$ cat src/rtl/eg_cmd_seq.sv
// eg_cmd_seq: byte-command sequencer sitting between a UART receiver, a
// buffer memory, a compressor and a result sender.
//   0x00 -> load: two length bytes (LSB first), then that many data bytes
//   0x01 -> start compressor (only if a complete load exists)
//   0x02 -> start sender     (only if a complete load exists)
// DEPTH must equal 2**AW. Bytes beyond DEPTH are swallowed and flag overflow.
module eg_cmd_seq #(
    parameter int DEPTH = 256,
    parameter int AW    = 8
) (
    input  logic          clk,
    input  logic          rst,
    input  logic [7:0]    rx_data,
    input  logic          rx_valid,
    output logic          mem_we,
    output logic [AW-1:0] mem_addr,
    output logic [7:0]    mem_wdata,
    output logic [15:0]   data_len,
    output logic          loaded,
    output logic          enc_start,
    input  logic          enc_done,
    output logic          tx_start,
    input  logic          tx_done,
    output logic          busy,
    output logic          overflow,
    output logic          err
);

    typedef enum logic [2:0] {
        IDLE   = 3'd0,
        LEN_LO = 3'd1,
        LEN_HI = 3'd2,
        LOAD   = 3'd3,
        ENC    = 3'd4,
        SEND   = 3'd5
    } state_t;

    localparam logic [7:0]  CMD_LOAD = 8'h00;
    localparam logic [7:0]  CMD_ENC  = 8'h01;
    localparam logic [7:0]  CMD_SEND = 8'h02;
    // Capacity widened to 17 bits so DEPTH=256 (or larger AW) compares cleanly
    // against the 16-bit byte counter.
    localparam logic [16:0] DEPTH_W  = 17'(DEPTH);

    state_t        state_q, state_d;
    logic [15:0]   len_q, len_d;
    logic [15:0]   cnt_q, cnt_d;
    logic          mem_we_q, mem_we_d;
    logic [AW-1:0] mem_addr_q, mem_addr_d;
    logic [7:0]    mem_wdata_q, mem_wdata_d;
    logic [15:0]   data_len_q, data_len_d;
    logic          loaded_q, loaded_d;
    logic          overflow_q, overflow_d;
    logic          enc_start_q, enc_start_d;
    logic          tx_start_q, tx_start_d;
    logic          err_q, err_d;

    logic [15:0]   cnt_inc;
    logic [15:0]   len_full;
    logic          in_range;

    assign cnt_inc  = cnt_q + 16'd1;           // never wraps: cnt_q < len_q <= 65535
    assign len_full = {rx_data, len_q[7:0]};   // length as completed by the high byte
    assign in_range = ({1'b0, cnt_q} < DEPTH_W);

    // State and output registers; everything returns to idle values on rst.
    always_ff @(posedge clk or posedge rst) begin
        if (rst) begin
            state_q     <= IDLE;
            len_q       <= '0;
            cnt_q       <= '0;
            mem_we_q    <= 1'b0;
            mem_addr_q  <= '0;
            mem_wdata_q <= '0;
            data_len_q  <= '0;
            loaded_q    <= 1'b0;
            overflow_q  <= 1'b0;
            enc_start_q <= 1'b0;
            tx_start_q  <= 1'b0;
            err_q       <= 1'b0;
        end else begin
            state_q     <= state_d;
            len_q       <= len_d;
            cnt_q       <= cnt_d;
            mem_we_q    <= mem_we_d;
            mem_addr_q  <= mem_addr_d;
            mem_wdata_q <= mem_wdata_d;
            data_len_q  <= data_len_d;
            loaded_q    <= loaded_d;
            overflow_q  <= overflow_d;
            enc_start_q <= enc_start_d;
            tx_start_q  <= tx_start_d;
            err_q       <= err_d;
        end
    end

    // Next-state and next-output decode; pulse outputs default low each cycle.
    always_comb begin
        state_d     = state_q;
        len_d       = len_q;
        cnt_d       = cnt_q;
        mem_we_d    = 1'b0;
        mem_addr_d  = mem_addr_q;
        mem_wdata_d = mem_wdata_q;
        data_len_d  = data_len_q;
        loaded_d    = loaded_q;
        overflow_d  = overflow_q;
        enc_start_d = 1'b0;
        tx_start_d  = 1'b0;
        err_d       = 1'b0;

        unique case (state_q)
            IDLE: begin
                if (rx_valid) begin
                    unique case (rx_data)
                        CMD_LOAD: begin
                            state_d    = LEN_LO;
                            loaded_d   = 1'b0;
                            overflow_d = 1'b0;
                        end
                        CMD_ENC: begin
                            if (loaded_q) begin
                                state_d     = ENC;
                                enc_start_d = 1'b1;
                            end else begin
                                err_d = 1'b1;
                            end
                        end
                        CMD_SEND: begin
                            if (loaded_q) begin
                                state_d    = SEND;
                                tx_start_d = 1'b1;
                            end else begin
                                err_d = 1'b1;
                            end
                        end
                        default: err_d = 1'b1;
                    endcase
                end
            end

            LEN_LO: begin
                if (rx_valid) begin
                    len_d   = {len_q[15:8], rx_data};
                    state_d = LEN_HI;
                end
            end

            LEN_HI: begin
                if (rx_valid) begin
                    len_d = len_full;
                    if (len_full == 16'd0) begin
                        // Empty load completes immediately.
                        state_d    = IDLE;
                        loaded_d   = 1'b1;
                        data_len_d = 16'd0;
                    end else begin
                        state_d = LOAD;
                        cnt_d   = 16'd0;
                    end
                end
            end

            LOAD: begin
                if (rx_valid) begin
                    if (in_range) begin
                        mem_we_d    = 1'b1;
                        mem_addr_d  = cnt_q[AW-1:0];
                        mem_wdata_d = rx_data;
                    end else begin
                        overflow_d = 1'b1;
                    end
                    cnt_d = cnt_inc;
                    // Leave on the same edge that raises the final write.
                    if (cnt_inc == len_q) begin
                        state_d    = IDLE;
                        loaded_d   = 1'b1;
                        data_len_d = len_q;
                    end
                end
            end

            ENC: begin
                if (rx_valid) err_d = 1'b1;
                // A done in the start-pulse cycle belongs to nothing we launched.
                if (enc_done && !enc_start_q) state_d = IDLE;
            end

            SEND: begin
                if (rx_valid) err_d = 1'b1;
                if (tx_done && !tx_start_q) state_d = IDLE;
            end

            default: state_d = IDLE;
        endcase
    end

    assign mem_we    = mem_we_q;
    assign mem_addr  = mem_addr_q;
    assign mem_wdata = mem_wdata_q;
    assign data_len  = data_len_q;
    assign loaded    = loaded_q;
    assign overflow  = overflow_q;
    assign enc_start = enc_start_q;
    assign tx_start  = tx_start_q;
    assign err       = err_q;
    assign busy      = (state_q != IDLE);

endmodule
$ cat config.mk
export PLATFORM = sky130hd
export DESIGN_NAME = eg_cmd_seq
export DESIGN_NICKNAME = d
export VERILOG_FILES = /design/src/rtl/eg_cmd_seq.sv
export SDC_FILE = /design/constraint.sdc
export NUM_CORES = 1
export LEC_CHECK = 0
export CAP_MARGIN = 40
export CORE_ASPECT_RATIO = 1.5
export CORE_MARGIN = 1
export CORE_UTILIZATION = 50
export DETAILED_ROUTE_END_ITERATION = 10
export GPL_TIMING_DRIVEN = 0
export PLACE_DENSITY = 0.73
export SYNTH_ARGS = -nofsm -noshare
export SYNTH_HDL_FRONTEND = slang
export SYNTH_SLANG_ARGS = --single-unit
export TNS_END_PERCENT = 1
$ cat constraint.sdc
create_clock -name clk -period 3.3 [get_ports clk]
set_clock_uncertainty 0.2 [all_clocks]
set_input_delay 0.66 -clock clk [delete_from_list [all_inputs] [get_ports clk]]
set_output_delay 0.66 -clock clk [all_outputs]
set_load 0.1 [all_outputs]
==> run summary <==
clock slew at reported path FFs = 0.06 ns
asr flop ratio synth = 100.0%
reg2reg end = data_len[2]
Crit path largest cell delay = 0.50 ns
area of the multi-input gates = 1981 um2
Detailed Route Iter0 Violations = 222
most instantiated library cell after synthesis = dfrtp_1
largest net degree at the start of global routing = 56
worst path bufs/invs = 2
Mapped Nets = 387
gpl congestion = 0.8774
TritonRoute pass-1 iters = 5
Synth cell types = 63
post-DP HPWL = 7.896 mm
FF+latch area = 1827 um2
P_int = 2814 uW
largest family of logic cells by synthesized area = simple AND/OR/NAND/NOR gates
die area = 8349 um2
Commonest cells post-synth = dfrtp_1, o21ai_0, mux2_2
Primary FF master, synth = dfrtp_1
Post-synth EDFFs = 0
mean cell area of the mapped netlist = 10.70 um2
core area = 7661 um2
Die W = 74.94 um
clk sinks = 73
vias in the first global route = 3,499
layout cells sized above 1 = 24.27%
crit path launch = rx_data[5]
Ys Warns = 0
arrival time worst endpoint = 3.23 ns
Sw Ratio = 41.11%
Worst path top cell family by delay = buffers and inverters
Crit-path slowest cell = clkdlybuf4s50_1
Max-Cap Viols = 0
Data required, critical path = 3.31 ns
crit-path cells = clkdlybuf4s50_1 -> nor4_1 -> and4bb_2 -> nand3_1 -> o21ai_2 -> clkbuf_1 -> o21ai_0 -> o31ai_1
Placement Setup Slack = -0.3147 ns
IO Pins = 52
# placed instances = 565
CP Depth = 8
CTS Buf Count = 9
sequential share of the synthesized area = 45.78%
Synth Area in Compound Gates = 14.52%
post-route setup slack = 0.08972 ns
Critical Path End = cnt_q[3]
Post-Layout Cell Count = 580
min Tclk post-route = 3.210 ns
Clk network pwr share = 24.8%
routed wire length = 10.93 mm
Die Ht = 111.4 um
Gate power share = 47.1%
CTS Buffer Depth = 2
initial core utilization = 52.08%
Core Util, Final = 73.49%
Final Hold Fails = 0
status = finished clean
hold crit path type = reg -> reg
NumNets Final = 488
synth top area cells = dfrtp_1, mux2_2, o21ai_0
Pwr Total = 4779 uW
drt drc = 0
pwr/cell area = 848.8 nW/um2
Max FO, Critical Path = 10
fin. max-slew vios = 0
CTS tree = done
Hold Crit Depth = 1
vias per inst = 5.852
# port buffers = 49
post-synth top area cell = dfrtp_1
FF+latch count, synth = 73
fill count = 499
first-pass GRT wire length = 17.62 mm
hold buffer count at cts = 0
initial antenna violation count = 0
RSZ-0062 raised after global routing = no
Post-Synth Adder-Cell Area = 0.5644%
Fmax = 311.5 MHz
routed length per instance = 18.84 um
Worst R2R Setup Slack = 0.18 ns
share of power burned in registers = 28.1%
worst-case reg-to-reg path depth = 9
DR vias = 3,394
H-tree levels = 3
clock latency on the worst-skew pair = 0.34 ns
R2R Path Start = cnt_q[1]
Finish-stage setup viols = 0
worst slew pin tran = 0.6515 ns
GRT overflow = 0
Synth Instances = 373
antenna-violating nets left = 0
Pleak = 0.002356 uW
ANT cells = 0
Synth Area in Simple Gates = 15.68%
mux share of post-synthesis cell area = 12.73%
Clock Tree Root = clkbuf_16
Worst Setup End Kind = flop
worst vdd ir = 0.5139 mV
Cell Rows = 39
kind of critical path = in -> reg
Synth top area share = 45.78%
synthesized cell area = 3990 um2
synth-to-layout area growth = 41.11%
fin crit share = 97.28%
Max-slew headroom = 56.24%
Hold Startpoint = mem_addr[4]
switching power = 1965 uW
startpoint types = primary input
Tot GR Track Use = 28.79%
xor/xnor share of the synthesized area = 5.049%
[cell families after synthesis]
kind of cell / count (synthesis)
AO/OA/AOI/OAI: 90
flip-flops: 73
AND/OR/NAND/NOR: 103
XOR/XNOR: 23
adder cells (fa/ha/maj): 2
multiplexers: 47
buffers and inverters: 35
[worst min path at each step]
stage	to	slack, ns
final	mem_addr[4]	0.31
after global routing	mem_addr[7]	0.33
after CTS	mem_addr[4]	0.31
after detailed placement	mem_addr[4]	0.30
after global placement	mem_addr[4]	0.29
after floorplan	cnt_q[14]	0.31
[power by group through the flow]
stage | logic, uW | registers, uW | clock network, uW
2_1_floorplan | 880 | 1900 | 0
6_report | 2250 | 1340 | 1190
3_3_place_gp | 1900 | 1340 | 0
3_5_place_dp | 2230 | 1350 | 0
4_1_cts | 2240 | 1340 | 1200
5_1_grt | 2360 | 1370 | 1230
[state kept, by name, indices dropped and copies added (netlist names)]
name,cells
cnt_q,16
data_len,16
overflow,1
mem_we,1
tx_start,1
state_q,3
len_q,16
enc_start,1
mem_wdata,8
loaded,1
mem_addr,8
err,1
[cells in the final DEF (no fill, tap or decap), drive strengths merged, types with 2 or more instances in the layout]
cell type      instances
dfrtp                 73
o211ai                 2
a22oi                 16
clkdlybuf4s50         49
a31oi                  4
or2                    2
xnor2                 18
o31ai                  2
nand2b                 3
dlygate4sd1            4
mux2                  30
nor2b                  3
clkbuf                22
nor4b                  3
nor4                   8
nand3                 14
nand2                 19
bufinv                 4
nor2                  20
mux2i                 17
buf                   51
o2111ai                2
and3                   8
o21ai                 44
inv                    8
a21oi                  2
nand4                  3
xor2                   5
nand3b                 2
a22o                   5
nor3                   9
a211o                  2
a21o                   2
and2                   2
or4                    2
[timing repair]
action,CTS,global route
resized for setup,3,4
setup endpoints to repair,13,13
endpoints found under the hold margin,0,0
buffers inserted,0,0
[worst register-to-register path, stage by stage, from the launching register on]
cell and delay, ns:
dfrtp_1 0.50, ha_1 0.39, nand3_2 0.25, nor3_2 0.33
nor2_1 0.10, a2111oi_0 0.36, nor4b_2 0.31, buf_6 0.22
buf_12 0.16, mux2i_1 0.21
[cell type report]
cell class              count  share of cell area [%]
well taps                 102                   2.267
flip-flops and latches     73                   32.44
multi-input cells         265                   35.18
clock buffers              10                   4.067
inverters                   8                  0.5778
clock inverters             5                   2.289
repair buffers             90                   19.69
plain buffers              27                   3.489
[per-layer routing]
metal | GRT usage (%) | vias up | routed length, um
li1 | - | 1570 | -
met3 | 5.973 | 35 | 488
met5 | 0 | - | 0
met1 | 33.79 | 1650 | 4293
met2 | 47.09 | 139 | 5712
met4 | 17.23 | 0 | 432
[stage by stage]
stage          hold slack, ns  instance area [um2]  TNS, ns
2_1_floorplan          0.3065                 3990        0
3_3_place_gp           0.2903                 4608   -46.79
3_5_place_dp           0.3002                 5229   -2.413
4_1_cts                0.3077                 5603        0
5_1_grt                0.3280                 5630        0
6_report               0.3055                 5630        0
Power figures use the tool's default switching activity.
